`src/rtl/sdarb_pkg.sv`:
```
// Shared definitions for the SDRAM bus arbiter.
//   state_t     : arbiter FSM encoding (ST_IDLE / ST_OWN)
//   onehot2idx  : one-hot grant vector to binary master index
//   prio_pick   : rotating priority pick, returns a one-hot vector
// Vectors are sized for the largest supported master count (8); callers
// zero-extend narrower vectors.
package sdarb_pkg;

    localparam int MAX_MASTERS = 8;
    localparam int PTR_W       = 3;

    typedef enum logic {
        ST_IDLE = 1'b0,
        ST_OWN  = 1'b1
    } state_t;

    function automatic logic [PTR_W-1:0] onehot2idx(input logic [MAX_MASTERS-1:0] oh);
        logic [PTR_W-1:0] idx;
        idx = '0;
        for (int k = 0; k < MAX_MASTERS; k++) begin
            if (oh[k]) idx = idx | PTR_W'(k);
        end
        return idx;
    endfunction

    // First asserted request at or after ptr, wrapping at n-1 back to 0.
    function automatic logic [MAX_MASTERS-1:0] prio_pick(input logic [MAX_MASTERS-1:0] req,
                                                         input logic [PTR_W-1:0]       ptr,
                                                         input int                     n);
        logic [MAX_MASTERS-1:0] res;
        logic                   found;
        int                     idx;
        res   = '0;
        found = 1'b0;
        for (int k = 0; k < MAX_MASTERS; k++) begin
            if (k < n) begin
                idx = (int'(ptr) + k) % n;
                if (!found && req[idx[PTR_W-1:0]]) begin
                    res[idx[PTR_W-1:0]] = 1'b1;
                    found               = 1'b1;
                end
            end
        end
        return res;
    endfunction

endpackage

```
`src/rtl/sdarb_prio_pick.sv`:
```
// Combinational rotating priority encoder, N masters wide.
// Ports:
//   req  in  N      request vector
//   ptr  in  PTR_W  index that has highest priority this cycle
//   pick out N      one-hot winner, all-zero when req is all-zero
module sdarb_prio_pick
    import sdarb_pkg::*;
#(
    parameter int N = 3
) (
    input  logic [N-1:0]     req,
    input  logic [PTR_W-1:0] ptr,
    output logic [N-1:0]     pick
);

    logic [MAX_MASTERS-1:0] req_ext;
    logic [MAX_MASTERS-1:0] pick_ext;
    // Bits above N are always zero; folded here only so nothing dangles.
    logic                   unused_pick_bits;

    always_comb begin
        req_ext          = '0;
        req_ext[N-1:0]   = req;
        pick_ext         = prio_pick(req_ext, ptr, N);
        pick             = pick_ext[N-1:0];
        unused_pick_bits = ^pick_ext;
    end

endmodule

```
`src/rtl/sdram_bus_arbiter.sv`:
```
// N-master arbiter in front of the sdramburst controller (SDRAM clock domain).
// Grants one master for a whole burst, muxes its request fields onto the
// controller port and routes the data_bursting strobe back to it.
// Optional build macro: SDARB_STARVE_GUARD_EN (per-master wait counters that
// force the owner off the bus once a waiting master reaches STARVE_LIMIT).
// Ports:
//   clk, reset                      clock, asynchronous active-low reset
//   m_rw_req/m_rw                   per-master request level / write flag
//   m_address/m_write_data/m_burst_len  packed per-master fields
//   m_bursting                      sd_bursting gated by grant
//   m_read_data                     sd_read_data broadcast
//   grant                           one-hot owner, zero when idle
//   sd_rw_req/sd_rw/sd_address/sd_write_data/sd_burst_len  to sdramburst
//   sd_bursting/sd_read_data        from sdramburst
//
// state   | meaning
// --------+-----------------------------------------------------------
// ST_IDLE | no owner; any request is arbitrated on the next edge
// ST_OWN  | grant held; released when bursting=0 and owner stops asking
module sdram_bus_arbiter
    import sdarb_pkg::*;
#(
    parameter int                     NUM_MASTERS  = 3,
    parameter int                     ADDR_W       = 32,
    parameter int                     DATA_W       = 16,
    parameter int                     BLEN_W       = 1,
    parameter int                     RR_MODE      = 0,
    parameter logic [NUM_MASTERS-1:0] RD_ONLY_MASK = 'b001,
    parameter int                     STARVE_LIMIT = 64
) (
    input  logic                          clk,
    input  logic                          reset,
    input  logic [NUM_MASTERS-1:0]        m_rw_req,
    input  logic [NUM_MASTERS-1:0]        m_rw,
    input  logic [NUM_MASTERS*ADDR_W-1:0] m_address,
    input  logic [NUM_MASTERS*DATA_W-1:0] m_write_data,
    input  logic [NUM_MASTERS*BLEN_W-1:0] m_burst_len,
    output logic [NUM_MASTERS-1:0]        m_bursting,
    output logic [DATA_W-1:0]             m_read_data,
    output logic [NUM_MASTERS-1:0]        grant,
    output logic                          sd_rw_req,
    output logic                          sd_rw,
    output logic [ADDR_W-1:0]             sd_address,
    output logic [DATA_W-1:0]             sd_write_data,
    output logic [BLEN_W-1:0]             sd_burst_len,
    input  logic                          sd_bursting,
    input  logic [DATA_W-1:0]             sd_read_data
);

    state_t                   state_q, state_d;
    logic [NUM_MASTERS-1:0]   grant_q, grant_d;
    logic                     req_q, req_d;
    logic [PTR_W-1:0]         rr_ptr_q, rr_ptr_d;

    logic [PTR_W-1:0]         pick_ptr;
    logic [NUM_MASTERS-1:0]   policy_pick;
    logic [NUM_MASTERS-1:0]   winner;
    logic [MAX_MASTERS-1:0]   winner_ext;
    logic [PTR_W-1:0]         win_idx;
    logic                     owner_req;
    logic                     force_release;

    // Fixed priority is round-robin with the pointer pinned to master 0.
    assign pick_ptr = (RR_MODE != 0) ? rr_ptr_q : '0;

    sdarb_prio_pick #(.N(NUM_MASTERS)) u_policy_pick (
        .req  (m_rw_req),
        .ptr  (pick_ptr),
        .pick (policy_pick)
    );

`ifdef SDARB_STARVE_GUARD_EN
    localparam int CNT_W = $clog2(STARVE_LIMIT + 1);

    logic [CNT_W-1:0]       wait_cnt [NUM_MASTERS];
    logic [NUM_MASTERS-1:0] starved;
    logic [NUM_MASTERS-1:0] starve_pick;

    // A saturated counter only matters while its master is still asking.
    always_comb begin
        starved = '0;
        for (int i = 0; i < NUM_MASTERS; i++) begin
            starved[i] = m_rw_req[i] && (wait_cnt[i] >= CNT_W'(STARVE_LIMIT));
        end
    end

    sdarb_prio_pick #(.N(NUM_MASTERS)) u_starve_pick (
        .req  (starved),
        .ptr  (PTR_W'(0)),
        .pick (starve_pick)
    );

    assign force_release = |starved;
    assign winner        = force_release ? starve_pick : policy_pick;

    always_ff @(posedge clk or negedge reset) begin
        if (!reset) begin
            for (int i = 0; i < NUM_MASTERS; i++) wait_cnt[i] <= '0;
        end else begin
            for (int i = 0; i < NUM_MASTERS; i++) begin
                if (grant_d[i] && !grant_q[i]) begin
                    wait_cnt[i] <= '0;
                end else if (m_rw_req[i] && !grant_q[i] &&
                             wait_cnt[i] != CNT_W'(STARVE_LIMIT)) begin
                    wait_cnt[i] <= wait_cnt[i] + CNT_W'(1);
                end
            end
        end
    end
`else
    // Guard disabled: the limit has no effect in this build.
    localparam int unused_starve_limit = STARVE_LIMIT;

    assign force_release = 1'b0;
    assign winner        = policy_pick;
`endif

    always_comb begin
        winner_ext                  = '0;
        winner_ext[NUM_MASTERS-1:0] = winner;
        win_idx                     = onehot2idx(winner_ext);
    end

    assign owner_req = |(m_rw_req & grant_q);

    always_comb begin
        state_d  = state_q;
        grant_d  = grant_q;
        req_d    = req_q;
        rr_ptr_d = rr_ptr_q;
        case (state_q)
            ST_IDLE: begin
                if (|m_rw_req) begin
                    grant_d  = winner;
                    req_d    = 1'b1;
                    state_d  = ST_OWN;
                    rr_ptr_d = (win_idx == PTR_W'(NUM_MASTERS - 1)) ? '0 : win_idx + PTR_W'(1);
                end
            end
            ST_OWN: begin
                req_d = owner_req;
                if (!sd_bursting && (!owner_req || force_release)) begin
                    grant_d = '0;
                    req_d   = 1'b0;
                    state_d = ST_IDLE;
                end
            end
            default: begin
                grant_d = '0;
                req_d   = 1'b0;
                state_d = ST_IDLE;
            end
        endcase
    end

    always_ff @(posedge clk or negedge reset) begin
        if (!reset) begin
            state_q  <= ST_IDLE;
            grant_q  <= '0;
            req_q    <= 1'b0;
            rr_ptr_q <= '0;
        end else begin
            state_q  <= state_d;
            grant_q  <= grant_d;
            req_q    <= req_d;
            rr_ptr_q <= rr_ptr_d;
        end
    end

    // AND-OR mux off the registered one-hot grant; zero when idle.
    always_comb begin
        sd_address    = '0;
        sd_write_data = '0;
        sd_burst_len  = '0;
        for (int i = 0; i < NUM_MASTERS; i++) begin
            if (grant_q[i]) begin
                sd_address    = sd_address    | m_address[i*ADDR_W +: ADDR_W];
                sd_write_data = sd_write_data | m_write_data[i*DATA_W +: DATA_W];
                sd_burst_len  = sd_burst_len  | m_burst_len[i*BLEN_W +: BLEN_W];
            end
        end
    end

    assign sd_rw       = |(grant_q & m_rw & ~RD_ONLY_MASK);
    assign m_bursting  = grant_q & {NUM_MASTERS{sd_bursting}};
    assign m_read_data = sd_read_data;
    assign grant       = grant_q;
    assign sd_rw_req   = req_q;

endmodule

```
`config.mk`:
```
export PLATFORM = sky130hd
export DESIGN_NAME = sdram_bus_arbiter
export DESIGN_NICKNAME = d
export VERILOG_FILES = /design/src/rtl/sdarb_pkg.sv /design/src/rtl/sdarb_prio_pick.sv /design/src/rtl/sdram_bus_arbiter.sv
export SDC_FILE = /design/constraint.sdc
export NUM_CORES = 1
export LEC_CHECK = 0
export ABC_AREA = 1
export BUFFER_PORTS_ARGS = -buffer_cell sky130_fd_sc_hd__buf_2
export CAP_MARGIN = 5
export CORE_AREA = 3 3 93 95
export DETAILED_ROUTE_END_ITERATION = 16
export DIE_AREA = 0 0 96 98
export GPL_TIMING_DRIVEN = 1
export PLACE_DENSITY = 0.73
export SYNTH_ARGS = -nofsm -noshare
export SYNTH_HDL_FRONTEND = slang
export SYNTH_HIERARCHICAL = 1
export SYNTH_SLANG_ARGS = --single-unit
```
`constraint.sdc`:
```
create_clock -name clk -period 1.3 [get_ports clk]
set_input_delay 0.26 -clock clk [delete_from_list [all_inputs] [get_ports clk]]
set_output_delay 0.26 -clock clk [all_outputs]
set_load 0.01 [all_outputs]
```
* Word level (Yosys, flattened, before mapping) *
Cells that the tools add are included.

operators by class
  equal/unequal tests = 2
  muxes and demuxes = 23
  bitwise logic cells = 10
  reduce and logical (&&, ||, !) cells = 11

operator list
  kind                number
  $mux 32             3
  $or 32x32->32       2
  $mux 16             3
  $or 16x16->16       2
  $mux 1              10
  $and 3x3->3         3
  $mux 3              3
  $pmux 3 s2          1
  $reduce_or 3->1     2
  $logic_not 1->1     4
  $pmux 1 s2          2
  $logic_and 1x1->1   3
  $mux 2              1
  $ne 2x1->1 const B  1
  $ne 2x2->1 const B  1
  $or 1x1->1          2
  $reduce_and 2->1    1
  $reduce_or 2->1     1
  $not 1->1           1

storage, ports and cells
  register bits after elaboration = 5
  input port bits = 172
  word-level logic and storage cells = 49

* Logic depth before layout (Yosys ltp) *
Gate-level depths: netlist of run 1.

  depth after elaboration = 9
  depth in mapped cells = 26
  mapped depth without buffers = 26

* By module *
Netlist of run 1, hierarchy kept.

by module, submodules not included
  module             instances  cells an instance  area an instance (µm²)  sequential area each (µm²)
  sdram_bus_arbiter  1          269                1,326.3                 125.1
  sdarb_prio_pick    1          148                848.3                   0.0

* Worst setup path after synthesis of run 1 *
Ideal clock, no wire load.

  path type = input -> register
  start point = in m_rw_req[0]
  end point = reg grant_q[1] (netlist: grant[1])
  setup time = 0.117 ns
  arrival = 1.046 ns
  data required time = 1.183 ns
  path slack = 0.137 ns
  stages on the path = 11
  path through = inv_1 -> nor2_1 -> nand2_1 -> and3_1 -> buf_4 -> nand3_1 -> nand2_1 -> inv_1 -> nand2_1 -> nand3_1 -> nand2_1

on the way
  longest elaborated chain between the ends = 7

ends and longest elaborated chain
  element                   line                      RTL
  from (decl)               sdram_bus_arbiter.sv:33   input logic [NUM_MASTERS-1:0] m_rw_req,
  $mux 1                    sdarb_pkg.sv:38           if (!found && req[idx[PTR_W-1:0]]) begin
  $logic_not 1->1           sdarb_pkg.sv:38
  $logic_and 1x1->1         sdarb_pkg.sv:38
  $mux 2                    sdarb_pkg.sv:38
  $mux 3                    sdarb_pkg.sv:38
  named net policy_pick[1]  sdram_bus_arbiter.sv:56   logic [NUM_MASTERS-1:0] policy_pick;
  $mux 3                    sdram_bus_arbiter.sv:133  if (|m_rw_req) begin
  $pmux 3 s2                sdram_bus_arbiter.sv:131  case (state_q)
  to (signal assigned)      sdram_bus_arbiter.sv:164  grant_q <= grant_d;
  to (decl)                 sdram_bus_arbiter.sv:51   logic [NUM_MASTERS-1:0] grant_q, grant_d;

The timed path passes the listed nets, and every way through them passes these cells. The select of a mux whose other input is x is not followed.
A chain may end at the register's enable or synchronous reset.

* Final worst setup path of run 1 *
  start point = reg grant_q[1] (netlist: grant[1])
  end point = out sd_rw

on the way
  longest elaborated chain between the ends = 2

ends and longest elaborated chain
  element          line                      RTL
  $and 3x3->3      sdram_bus_arbiter.sv:184  assign sd_rw = |(grant_q & m_rw & ~RD_ONLY_MASK);
  $reduce_or 2->1  sdram_bus_arbiter.sv:184
  to (decl)        sdram_bus_arbiter.sv:42   output logic sd_rw,

Every way passes these cells.

==> results of run 1 <==
flip-flops by register name, indices dropped and copies added, names as in the netlist:
name       cells
grant          3
state_q        1
sd_rw_req      1
stage by stage:
stage | cell area [µm²] | power, W
floorplan | 2270 | 0.00202
global placement | 3360 | 0.00320
detailed placement | 3360 | 0.00323
CTS | 3550 | 0.00375
global route | 3650 | 0.00430
finish | 3650 | 0.00395
power by group through the flow:
stage	sequential, W	combinational (W)	clock, W
global route	0.000278	0.00371	0.000306
finish	0.000272	0.00340	0.000281
CTS	0.000265	0.00320	0.000290
floorplan	0.000256	0.00176	0
global placement	0.000262	0.00294	0
detailed placement	0.000265	0.00297	0
worst max path at each step:
stage | slack [ns] | end
finish | -0.15 | sd_rw
global route | -0.20 | sd_write_data[4]
floorplan | 0.14 | grant[1]
global placement | 0.06 | grant[1]
CTS | -0.15 | sd_rw
detailed placement | -0.007 | grant[0]
cells in the mapped netlist:
cell / instances / share of area
inv_2: 3 / 0.0052
a21boi_1: 1 / 0.0035
xor2_1: 4 / 0.016
nor2_1: 12 / 0.021
buf_6: 3 / 0.016
ha_1: 16 / 0.092
nor2_4: 2 / 0.010
inv_1: 34 / 0.059
buf_4: 17 / 0.059
o22ai_1: 1 / 0.0029
a21oi_1: 1 / 0.0023
nand3b_1: 1 / 0.0035
a22o_1: 1 / 0.0040
o21ai_1: 3 / 0.0069
nand4_1: 12 / 0.035
nand2_2: 11 / 0.032
clkinv_1: 1 / 0.0017
conb_1: 1 / 0.0017
nand3_1: 69 / 0.16
nand2_4: 4 / 0.021
buf_2: 15 / 0.035
nand3_2: 3 / 0.014
o21ai_2: 1 / 0.0040
nor3_1: 2 / 0.0046
dfrtp_1: 5 / 0.058
nand2_1: 193 / 0.33
and3_1: 1 / 0.0029
routing by layer:
metal,share of wire,routed length (µm)
met1,0.34,3650
met2,0.49,5190
met3,0.17,1780
met4,0.0031,33
met5,0.0012,13
worst max-delay path, cell delays in order, from the launching register on:
cell	delay (ns)
dfrtp_2	0.43
buf_12	0.18
a22o_1	0.22
buf_6	0.13
area by class of cell:
type | count | area share
clock buffer | 4 | 0.0123
multi-input combinational | 364 | 0.511
tap | 102 | 0.0349
timing repair buffer | 225 | 0.367
inverter | 38 | 0.0390
sequential | 5 | 0.0353
repair_timing:
action                                 CTS  global route
setup endpoints to repair               54            54
endpoints found under the hold margin    5             0
setup buffers                            0             1
resized for setup                       36            20
pin swaps                                0             1
hold buffers                             1             0
gates cloned                             0             1
cells by family after synthesis:
kind of cell / share of synthesized area
adder cells (fa/ha/maj): 0.0921
XOR/XNOR: 0.0161
AND/OR/NAND/NOR: 0.635
flip-flops: 0.0575
AO/OA/AOI/OAI: 0.0236
buffers and inverters: 0.174
other: 0.00172
==> flow_summary.ini, run 1 <==
[power]
p_sw_w = 0.00205
swShare = 0.520
seqPwrFrac = 0.069
vdd_ir_drop_max_uv = 816
power_density_nw_per_um2 = 1080
internal_power_w = 0.00190
leakagePower_nw = 2.24
p_comb_frac = 0.860
clkPwrFrac = 0.071

[critical_path]
worstRegToRegCells = 8
crit_required_ns = 1.04
r2r_start = grant[0]
crit_fanout = 29
worstSetupPathType = reg2out
startpoint_type = flop
cp.arrival_ns = 1.19
reg2reg_to = grant[0]
timing.reg2reg.setup_slack_ns = 0
endpoint_kind = output port
crit_start = grant[1]

[layout]
register_area_um2 = 129
layout_commonest_cell = buf_2
syn_to_final_growth_pct = 68.0
final_cell_mix = buf_2 (197), nand2_1 (182), nand3_1 (55), inv_1 (33), conb_1 (26)
drive_gt1_frac = 0.440
n_antenna_cell = 0
fin_cells = 738
nNetsFinal = 825
final_util = 0.468
multi_input_area_um2 = 1870
nFillCells = 854

[floorplan]
core_um2 = 7810
fp-row-count = 32
die-height_um = 98
start_util = 0.279
pin_count = 245
dieArea_um2 = 9410
die_w_um = 96

[drt]
first_iter_violations = 84
drt_pass1_iterations = 4
drc = 0
routedWlPerCell_um = 14.5
drt-total-wl_um = 10700
drt-vias-per-instance = 4.60
postRouteAntennaNets = 0
vias = 3398

[clock_network]
cts_sinks = 5
root_buffer = clkbuf_8
clk_pin_slew_ns = 0.03
htreeDepth = 1
cts_tree = done
cts_buffers = 3
cts_buffer_depth = 2
insertion_delay_ns = 0.22

[timing]
max_freq_mhz = 690
fin_crit_ns = 1.45
hold_violations = 0
drv_slew = 0
finalClockSkew_ns = 0.000503
setup_tns_ns = -4.99
setup_ws_ns = -0.150
setup_viol = 52
rsz0062_at_grt = true
finalCritPeriodShare = 1.12
whs_ns = 0.373

[global_routing]
overflow = 0
grt_pass1_wl_um = 14800
grt_use_met1 = 0.192
globalRouteMet2Util = 0.357
grt.busiest_layer = met2
grt_pass1_vias = 3091
grt_start_max_net_pins = 38
met3_usage = 0.145
grt_util_all_layers = 0.200
antenna_found_initial = 1

[outcome]
violations = setup timing
status = finished, violations left

[placement]
placed_cells = 731
dp_hpwl_um = 8960
port_buffers = 211
dp_slack_ns = -0.00675
gp_congestion = 0.827

[synth]
ys_ff_latch = 5
syn_area_per_cell_um2 = 5.21
synthCells = 417
yosys_warnings = 6
synth_cell_types = 27
synth_area_um2 = 2170
yosysSeqAreaShare = 0.0575

[hold_path]
hold_end = state_q
holdPathStages = 3
min_from = sd_bursting
hp-class = in2reg

[job]
drv_cap = 0
Power figures use the tool's default switching activity.
==> run 2, diff against run 1 <==
Settings changed: HOLD_SLACK_MARGIN set to 0.1, PLACE_DENSITY 0.73 to 0.77.
==> run 2 against run 1 <==
Against the previous run: cell area rose by 6.0%; count of clock-buffer cells in the layout is the same; hold slack better by 0.0091 ns; sequential share of layout area is 0.20 points lower; the run still ends with setup timing left; die area unchanged; global-route usage down 0.68 points; critical path type unchanged; fmax down 2.4%; sequential power fell by 5%; sequential cell count stayed put.
==> flow_summary.ini, run 2 (synthesized netlist as in run 1, its figures left out) <==
[outcome]
status = finished, violations left
violations = setup timing

[timing]
finalCritPeriodShare = 1.14
drv_slew = 0
setup_viol = 56
finalClockSkew_ns = 0.000478
max_freq_mhz = 673
setup_tns_ns = -7.49
hold_violations = 0
setup_ws_ns = -0.186
rsz0062_at_grt = true
fin_crit_ns = 1.49
whs_ns = 0.382

[power]
p_total_w = 0.00419
p_comb_frac = 0.869
internal_power_w = 0.00211
vdd_ir_drop_max_uv = 610
power_density_nw_per_um2 = 1080
clkPwrFrac = 0.069
swShare = 0.496
seqPwrFrac = 0.062
p_sw_w = 0.00208
leakagePower_nw = 2.35

[floorplan]
core_um2 = 7810
fp-row-count = 32
die-height_um = 98
die_w_um = 96
start_util = 0.279
pin_count = 245
dieArea_um2 = 9410

[layout]
final_cell_mix = buf_2 (189), nand2_1 (167), nand3_1 (49), nand2_2 (32), inv_1 (32)
largest_reg_flops = 3
drive_gt1_frac = 0.480
layout_commonest_cell = buf_2
finalInstanceArea_um2 = 3870
n_antenna_cell = 0
syn_to_final_growth_pct = 78.1
nFillCells = 818
register_area_um2 = 129
multi_input_area_um2 = 1960
nNetsFinal = 829
final_util = 0.496

[clock_network]
cts_sinks = 5
insertion_delay_ns = 0.22
cts_buffers = 3
cts_tree = done
root_buffer = clkbuf_8
htreeDepth = 1
cts_buffer_depth = 2
clk_pin_slew_ns = 0.03

[global_routing]
grt_pass1_wl_um = 14300
grt_start_max_net_pins = 34
grt_pass1_vias = 2958
antenna_found_initial = 1
overflow = 0
grt_util_all_layers = 0.193

[drt]
vias = 3295
postRouteAntennaNets = 0
drt_pass1_iterations = 4
drc = 0
drt-vias-per-instance = 4.44
drt-total-wl_um = 10200
routedWlPerCell_um = 13.8
first_iter_violations = 65

[critical_path]
endpoint_kind = output port
crit_fanout = 9
r2r_start = grant[2]
cp.arrival_ns = 1.23
worstRegToRegCells = 9
crit_required_ns = 1.04
timing.reg2reg.setup_slack_ns = -0.05
reg2reg_to = grant[0]
worstSetupPathType = reg2out
startpoint_type = flop

[placement]
gp_congestion = 0.859
dp_hpwl_um = 8350
placed_area_um2 = 3370
port_buffers = 211

[hold_path]
min_from = sd_bursting
holdPathStages = 3
hp-class = in2reg
hold_end = state_q

[job]
drv_cap = 0
run 2: cell count changes in the layout (fill, tap and decap cells not counted), moves of 2 or more:
| cell | change |
|---|---|
| buf_12 | +2 |
| buf_2 | -8 |
| buf_6 | +9 |
| nand2_1 | -15 |
| nand2_2 | +11 |
| nand2_4 | +4 |
| nand3_1 | -6 |
| nand3_2 | +6 |
run 2: power groups by stage:
stage,Clock [W],Sequential (W),Combinational (W)
floorplan,0,0.000256,0.00176
global placement,0,0.000265,0.00293
detailed placement,0,0.000266,0.00292
CTS,0.000295,0.000271,0.00306
global route,0.000308,0.000266,0.00401
finish,0.000288,0.000259,0.00364
run 2: worst max-delay path by stage:
stage | from | end | slack [ns] | depth (start not counted)
after floorplan | m_rw_req[0] | grant[1] | 0.14 | 11
after global placement | grant[1] | sd_write_data[15] | 0.06 | 4
after detailed placement | grant[1] | sd_write_data[15] | 0.06 | 4
after CTS | grant[1] | sd_rw | -0.17 | 3
after global routing | grant[2] | sd_write_data[0] | -0.22 | 5
final | grant[2] | sd_address[16] | -0.19 | 5
run 2: timing repair:
item                                   in CTS  in global routing
gates cloned                                0                  3
resized for setup                          27                 65
endpoints found under the hold margin       5                  0
pin swaps                                   6                 14
hold buffers                                1                  0
setup endpoints to repair                  53                 56
buffers inserted                            1                  1
run 2: layout make-up:
cell class,instances,area share
Multi-Input combinational cell,364,0.506
Timing Repair Buffer,229,0.379
Inverter,38,0.0368
Sequential cell,5,0.0333
Tap cell,102,0.0329
Clock buffer,4,0.0116
run 2: routing by layer:
layer  track usage  wire length (µm)
met5             0                13
met4        0.0186                59
met3         0.130              1720
met2         0.328              4840
met1         0.203              3610
run 2: worst max-delay path, cell delays in order, from the launching register on:
cell and delay [ns]:
dfrtp_2 0.40, buf_12 0.15, buf_6 0.14, nand2_1 0.07, nand3_1 0.09, buf_2 0.15
run 2: per-stage QoR:
| stage | std cells | worst slack [ns] |
|---|---|---|
| after floorplan | 442 | 0.137 |
| after global placement | 732 | 0.0604 |
| after detailed placement | 732 | 0.0642 |
| after CTS | 738 | -0.166 |
| after global routing | 742 | -0.219 |
| final | 742 | -0.186 |
==> run 3, diff against run 2 <==
Settings changed: SKIP_CTS_REPAIR_TIMING set to 1.
==> run 3 against run 2 <==
Against the previous run: the flow still finishes with violations (setup timing); largest power group unchanged; cell area is 5.7% lower; wire length is 2.1% lower; die area stayed put; global-route usage is 0.28 points lower; sequential cell count stayed put; utilization is 2.8 points lower; clock skew hardly changed; critical endpoint is now sd_rw.
==> flow_summary.ini, run 3 (synthesized netlist as in run 1, its figures left out) <==
[drt]
routedWlPerCell_um = 13.5
drc = 0
drt-vias-per-instance = 4.41
drt-total-wl_um = 10000
postRouteAntennaNets = 0
drt_pass1_iterations = 6
vias = 3265
first_iter_violations = 69

[hold_path]
min_from = sd_bursting
hold_end = state_q
hp-class = in2reg
holdPathStages = 3

[critical_path]
crit_required_ns = 1.04
endpoint_kind = output port
cpMaxStageDelayCell = dfrtp_2
cp.arrival_ns = 1.20
worstRegToRegCells = 8
reg2reg_to = grant[0]
max_stage_delay_ns = 0.45
timing.reg2reg.setup_slack_ns = 0
crit_start = grant[1]
path_cells = buf_12 > a22o_1 > buf_6
r2r_start = grant[0]
crit_fanout = 17
worstSetupPathType = reg2out
startpoint_type = flop

[floorplan]
dieArea_um2 = 9410
core_um2 = 7810
pin_count = 245
die_w_um = 96
die-height_um = 98
fp-row-count = 32
start_util = 0.279

[timing]
hold_violations = 0
max_freq_mhz = 686
drv_slew = 0
finalClockSkew_ns = 0.000194
whs_ns = 0.362
fin_crit_ns = 1.46
finalCritPeriodShare = 1.12
setup_ws_ns = -0.158
rsz0062_at_grt = true
setup_viol = 53

[placement]
gp_congestion = 0.859
port_buffers = 211
dp_hpwl_um = 8350
placed_cells = 732
placed_area_um2 = 3370

[layout]
n_antenna_cell = 0
finalInstanceArea_um2 = 3650
layout_commonest_cell = buf_2
drive_gt1_frac = 0.438
syn_to_final_growth_pct = 68.1
fin_cells = 741
nNetsFinal = 828
largest_reg_flops = 3
final_cell_mix = buf_2 (200), nand2_1 (182), nand3_1 (58), inv_1 (33), conb_1 (26)
nFillCells = 866

[clock_network]
cts_tree = done
root_buffer = clkbuf_8
cts_sinks = 5
htreeDepth = 1
clk_pin_slew_ns = 0.03
cts_buffers = 3
insertion_delay_ns = 0.22
cts_buffer_depth = 2

[power]
vdd_ir_drop_max_uv = 609
power_density_nw_per_um2 = 1060
p_total_w = 0.00387
leakagePower_nw = 2.23

[outcome]
violations = setup timing
status = finished, violations left

[job]
drv_cap = 0

[global_routing]
grt_use_met1 = 0.201
grt_pass1_vias = 2903
grt_util_all_layers = 0.190
antenna_found_initial = 1
grt_start_max_net_pins = 34
grt_pass1_wl_um = 14100
overflow = 0
globalRouteMet2Util = 0.319
grt.busiest_layer = met2
met3_usage = 0.132
-- run 3: per-layer routing --
metal	wire (µm)	vias up
li1	-	1721
met1	3620	1407
met2	4620	122
met3	1700	13
met4	76	2
met5	7	-
-- run 3: worst max path at each step --
stage                              to  cells past startpoint
floorplan                    grant[1]                     11
global placement    sd_write_data[15]                      4
detailed placement  sd_write_data[15]                      4
CTS                 sd_write_data[15]                      4
global route        sd_write_data[15]                      4
finish                          sd_rw                      3
-- run 3: metrics by stage --
stage / setup TNS [ns] / worst slack (ns) / utilization
after floorplan: 0 / 0.137 / -
after global placement: 0 / 0.0604 / 0.432
after detailed placement: 0 / 0.0642 / 0.432
after CTS: -4.75 / -0.176 / 0.438
after global routing: -7.96 / -0.193 / 0.468
final: -5.00 / -0.158 / 0.468
-- run 3: final cells by class --
cell class,instances,area (µm²),share of cell area
multi-input combinational,364,1850,0.505
timing repair buffer,228,1360,0.373
inverter,38,143,0.0390
sequential,5,129,0.0353
tap,102,128,0.0349
clock buffer,4,45.0,0.0123
-- run 3: critical path: cells and delay by family (launching register included) --
| kind | cells | cell delay, ns |
|---|---|---|
| flops | 1 | 0.45 |
| buf+inv | 2 | 0.30 |
| compound gates | 1 | 0.22 |
-- run 3: power by group --
part           switching, W  internal [W]
combinational       0.00183       0.00148
clock             0.0000771      0.000211
sequential        0.0000716      0.000209
total               0.00198       0.00190
